File: config.mk
export PLATFORM = sky130hd
export DESIGN_NAME = neuron_mac_acc
export DESIGN_NICKNAME = d
export VERILOG_FILES = /design/src/rtl/neuron_mac_acc.sv
export SDC_FILE = /design/constraint.sdc
export NUM_CORES = 2
export LEC_CHECK = 0
export ABC_AREA = 1
export CORE_AREA = 3 3 372 374
export CTS_BUF_LIST = sky130_fd_sc_hd__clkbuf_2
export CTS_CLUSTER_SIZE = 30
export DETAILED_ROUTE_END_ITERATION = 12
export DIE_AREA = 0 0 375 377
export GPL_TIMING_DRIVEN = 0
export PLACE_DENSITY_LB_ADDON = 0.05
export SKIP_LAST_GASP = 1
export SLEW_MARGIN = 20
export SYNTH_ARGS = -nofsm -noshare
export SYNTH_HDL_FRONTEND = slang
export SYNTH_SLANG_ARGS = --single-unit
File: constraint.sdc
create_clock -name clk -period 4.95 [get_ports clk]
set_input_delay 0.7425 -clock clk [delete_from_list [all_inputs] [get_ports clk]]
set_output_delay 0.7425 -clock clk [all_outputs]
set_load 0.01 [all_outputs]
File: src/rtl/neuron_mac_acc.sv
// neuron_mac_acc: streaming sign-magnitude Q4.27 MAC with bias, saturating/wrapping output conversion
// Define MAC_SAT_EN to saturate overflowing results instead of wrapping them.
module neuron_mac_acc #(
  parameter int N_INPUTS = 8,
  parameter int ACC_W = 40
) (
  input  logic        clk,
  input  logic        rst,
  input  logic        in_valid,
  output logic        in_ready,
  input  logic        in_last,
  input  logic [31:0] x_in,
  input  logic [31:0] w_in,
  input  logic [31:0] bias,
  output logic        out_valid,
  input  logic        out_ready,
  output logic [31:0] data_out,
  output logic        ovf,
  output logic        busy
);
  localparam int CW = $clog2(N_INPUTS + 1);
  typedef enum logic [1:0] {IDLE, ACC, CONV, OUT} state_t;
  state_t state, state_nxt;
  logic [CW-1:0] cnt, cnt_nxt;
  logic fire, done, conv_ovf;
  logic [30:0] prod_mag;
  logic [ACC_W-1:0] prod, bias_ext, acc, mag;
  logic [31:0] conv;
  // Product keeps bits [57:27] of the 62-bit magnitude product.
  assign prod_mag = 31'((62'(x_in[30:0]) * 62'(w_in[30:0])) >> 27);
  assign prod = (x_in[31] ^ w_in[31]) ? -ACC_W'(prod_mag) : ACC_W'(prod_mag);
  assign bias_ext = bias[31] ? -ACC_W'(bias[30:0]) : ACC_W'(bias[30:0]);
  assign mag = acc[ACC_W-1] ? -acc : acc;
  assign conv_ovf = |mag[ACC_W-1:31];
`ifdef MAC_SAT_EN
  assign conv = conv_ovf ? {acc[ACC_W-1], 31'h7FFFFFFF}
              : (mag[30:0] == '0) ? 32'h0 : {acc[ACC_W-1], mag[30:0]};
`else
  assign conv = (mag[30:0] == '0) ? 32'h0 : {acc[ACC_W-1], mag[30:0]};
`endif
  assign fire = in_valid & in_ready;
  assign cnt_nxt = (state == IDLE) ? CW'(1) : cnt + CW'(1);
  assign done = in_last | (cnt_nxt == CW'(N_INPUTS));
  always_ff @(posedge clk or posedge rst)
    if (rst) state <= IDLE;
    else state <= state_nxt;
  always_comb begin
    state_nxt = state;
    case (state)
      IDLE: state_nxt = fire ? (done ? CONV : ACC) : IDLE;
      ACC:  state_nxt = (fire && done) ? CONV : ACC;
      CONV: state_nxt = OUT;
      OUT:  state_nxt = out_ready ? IDLE : OUT;
    endcase
  end
  always_comb begin
    in_ready = ~rst & ((state == IDLE) | (state == ACC));
    out_valid = state == OUT;
    busy = state != IDLE;
  end
  always_ff @(posedge clk or posedge rst)
    if (rst) begin
      acc <= '0;
      cnt <= '0;
      data_out <= '0;
      ovf <= 1'b0;
    end else begin
      if (fire) begin
        acc <= ((state == IDLE) ? bias_ext : acc) + prod;
        cnt <= cnt_nxt;
      end
      if (state == CONV) begin
        data_out <= conv;
        ovf <= conv_ovf;
      end
    end
endmodule
==> results.md <==
* Site Rows at 135
* Synth area leader: fa_1
* Die width at 375 µm
* Global route overflow at 0
* Fin crit share at 1.85
* Synth Register Bits at 79
* I/O pin cnt at approximately 140
* Area Overhead vs Synth at 30.8%
* Cell with the most instances on the worst path: inv_2
* Post-synthesis compound-gate area fraction at 0.0485
* First DRT Iteration DRCs at 2550
* RSZ-0062 raised after global routing: yes
* Max Fclk at 109 MHz
* Final nets at ~7300
* Slew Viols, Final at 0
* Non-filler instance count after layout at approximately 7900
* CP Max Fanout at 7
* Layout cell share with drive strength beyond 1 at 0.199
* All-layer global routing usage at 0.266
* Crit path kind: in -> reg
* Cell count along the critical path at 45
* Critical Path End Type: flop
* Die Y at 377 µm
* Largest family of logic cells by synthesized area: adder cells
* Worst clock skew at 0.0314 ns
* Reg2Reg Depth at 22
* Adder-cell share of the synthesized area at 0.492
* # DRC at 0
* Worst slew pin tran at a little under 0.8 ns
* Post-Syn Area at 40600 µm²
* Ys flop type: dfrtp_1
* Mean Syn Cell Area at 7.18 µm²
* CTS tree: yes
* Worst rel slew slack at 0.481
* Post-Synth Simple-Gate Area at 0.225
* Status: finished, violations left
* Final hold violation count at 0
* Multiplexer share of the synthesized area at 0
* Top-area cell type share of the netlist area at 0.410
* Synthesized net count at 6858
* Asr flop ratio synth at 1.00
* Max Buffers Root-to-Sink at 2
* Die area at 141000 µm²
* Register area share after synthesis at 0.0487
* First-pass GRT wire length at 273000 µm
* Largest net degree at the start of global routing at 43
* Max Cap Viol at 0
* PortBufs at 134
* Clk root buf: clkbuf_2
* WL final at 188000 µm
* Clk sink count at slightly below 80
* Syn Inst Count at about 5700
* Final setup violation count at 40
* Initial antenna violation count at 5
* Drt pass-1 iters at 5
* Remaining antenna violation count at 0
* Worst Setup Slack, final at -4.21 ns
* Clock Latency Late Sink at 0.65 ns
* Starting Density at 0.300
* Min cycle time layout at 9.16 ns
* Routed vias at 37111
* Hold Path Class: in -> async
* Hpwl dp at 156000 µm
* Post-Synth XOR/XNOR Area at 0.0222
* Top Family by Delay on Critical Path: adder cells
* Wire per inst at 23.7 µm
* Placed Area at 44900 µm²
* # placed instances at 7575
* Vias in the first global route at 39425
* Worst path buffer plus inverter count at 11
* CP Data Required Time at around 5.5 ns
* Worst Path Arrival at between 9 and 10 ns
* Vias per std cell at between 4 and 5
* Worst path slowest cell: fa_2
* Critical Path Source Type: input port
* # fillers at 14252
* Clk pin slew, worst setup/hold paths at 0.23 ns
* Violated checks: negative setup slack
* Synth Warn # at 0
* Synth unique cells at 54
* Post-synth EDFFs at 0
* CTS Buf Count at 9
* GPL Wtd Cong at 0.908
* Slowest Stage Delay on Critical Path at 0.63 ns
* Core Footprint at 135000 µm²
* H-Tree Depth at 3
* Synth area leaders: fa_1 (41%), nand2_1 (16%), inv_1 (14%)
* Final instance area at 53100 µm²
stage by stage:
stage / worst slack, ns / util / hold slack (ns) / setup TNS, ns
floorplan: -3.85 / - / 0.469 / -132.34
global placement: -7.37 / 0.331 / 0.468 / -248.75
detailed placement: -7.34 / 0.332 / 0.472 / -250.27
CTS: -4.19 / 0.381 / 0.461 / -138.58
global route: -4.49 / 0.393 / 0.487 / -153.78
finish: -4.21 / 0.393 / 0.485 / -141.61
layout make-up:
| cell class | instances | area (µm²) | area share |
|---|---|---|---|
| multi-input combinational | 3809 | 35000 | 0.658 |
| buffer | 218 | 3750 | 0.0706 |
| sequential | 79 | 1980 | 0.0372 |
| timing repair buffer | 454 | 4240 | 0.0798 |
| clock inverter | 6 | 83.8 | 0.00158 |
| tap | 1781 | 2230 | 0.0419 |
| clock buffer | 10 | 50.0 | 0.000942 |
| inverter | 1553 | 5840 | 0.110 |
| antenna | 1 | 2.50 | 0.0000471 |
metal layers:
layer	up-vias	GRT usage	share of wire
li1	17216	-	-
met1	18762	0.357	0.44
met2	934	0.463	0.48
met3	199	0.0213	0.046
met4	0	0.0691	0.035
met5	-	0	0
worst paths after layout:
check	slack [ns]	startpoint	to
max	-4.21	w_in[28]	acc[39]$_DFFE_PP0P_
min	0.48	rst	acc[28]$_DFFE_PP0P_
max reg2reg	0.51	state[1]$_DFF_PP0_	acc[33]$_DFFE_PP0P_
min reg2reg	0.51	data_out[8]$_DFFE_PP0P_	data_out[8]$_DFFE_PP0P_
max in group asynchronous	3.85	rst	acc[0]$_DFFE_PP0P_
min in group clk	0.51	data_out[8]$_DFFE_PP0P_	data_out[8]$_DFFE_PP0P_
cell usage after synthesis (4+ instances only):
cell and n:
o21ai_1 8, nand3b_1 8, nand3_1 141, fa_1 832, ha_1 266, nor3_1 25
nor2_1 243, o21ai_0 132, xnor2_1 18, and3_1 4, dfrtp_1 79, nand2_1 1688
nand2_2 31, nand4_1 34, clkinv_1 4, nor2_2 22, and2_1 5, or2_2 23
a31oi_1 14, o31ai_1 4, a21oi_1 148, inv_2 9, buf_1 12, clkbuf_1 203
xor2_1 83, inv_1 1540, o211ai_1 8, o21bai_1 14, o22ai_1 4, nor2_4 6
nor4_1 10
layout by cell type (no fill, tap or decap), types with 27 or more instances in the layout:
cell             instances
nand2_2                125
ha_4                    53
fa_1                   784
nand4_1                 34
nand2_4                 48
dfrtp_1                 79
clkdlybuf4s50_1         73
nand3_2                 32
clkbuf_1                27
buf_12                  34
inv_1                 1469
inv_2                   75
buf_6                   48
nand3_1                102
nor2_4                  56
fa_2                    48
xor2_1                  79
o21ai_1                 32
buf_8                   30
a21oi_2                 32
clkbuf_16              107
clkbuf_8                32
o21ai_0                 86
ha_1                   206
buf_4                  274
nor2_2                  34
nor2_1                 181
a21oi_1                 96
nand2_1               1544
what timing repair did:
action / CTS / global route
resized for setup: 1340 / 298
hold buffers: 0 / 0
pin swaps: 216 / 120
cloned: 10 / 2
setup endpoints to repair: 40 / 40
buffers inserted: 234 / 73
worst register-to-register path, cell delays in order, from the launching register on:
cell	delay (ns)
dfrtp_1	0.48
nor2_1	0.40
clkbuf_1	0.54
clkbuf_1	0.55
nor2_1	0.16
a21oi_1	0.17
ha_1	0.29
a21o_1	0.22
nand3_1	0.14
nand3_4	0.09
nand2_1	0.11
nand2_4	0.09
nand3_1	0.09
nand2_2	0.09
nand3_1	0.09
nand2_1	0.10
nand3_1	0.12
nand2_2	0.09
nand2_1	0.09
nand2_1	0.07
or2_4	0.23
nand3_2	0.06
o21ai_1	0.07
state kept, by name (all words and copies together) (netlist names):
signal,flops
data_out,32
acc,40
cnt,4
ovf,1
state,2
kinds of logic after synthesis:
kind of cell             count (synthesis)
AND/OR/NAND/NOR                       2251
buffers and inverters                 1771
adder cells (fa/ha/maj)               1098
AO/OA/AOI/OAI                          358
XOR/XNOR                               102
flip-flops                              79
Power is not shown: default switching activity piles up to over one toggle a cycle in this logic, so the estimate is an artifact.
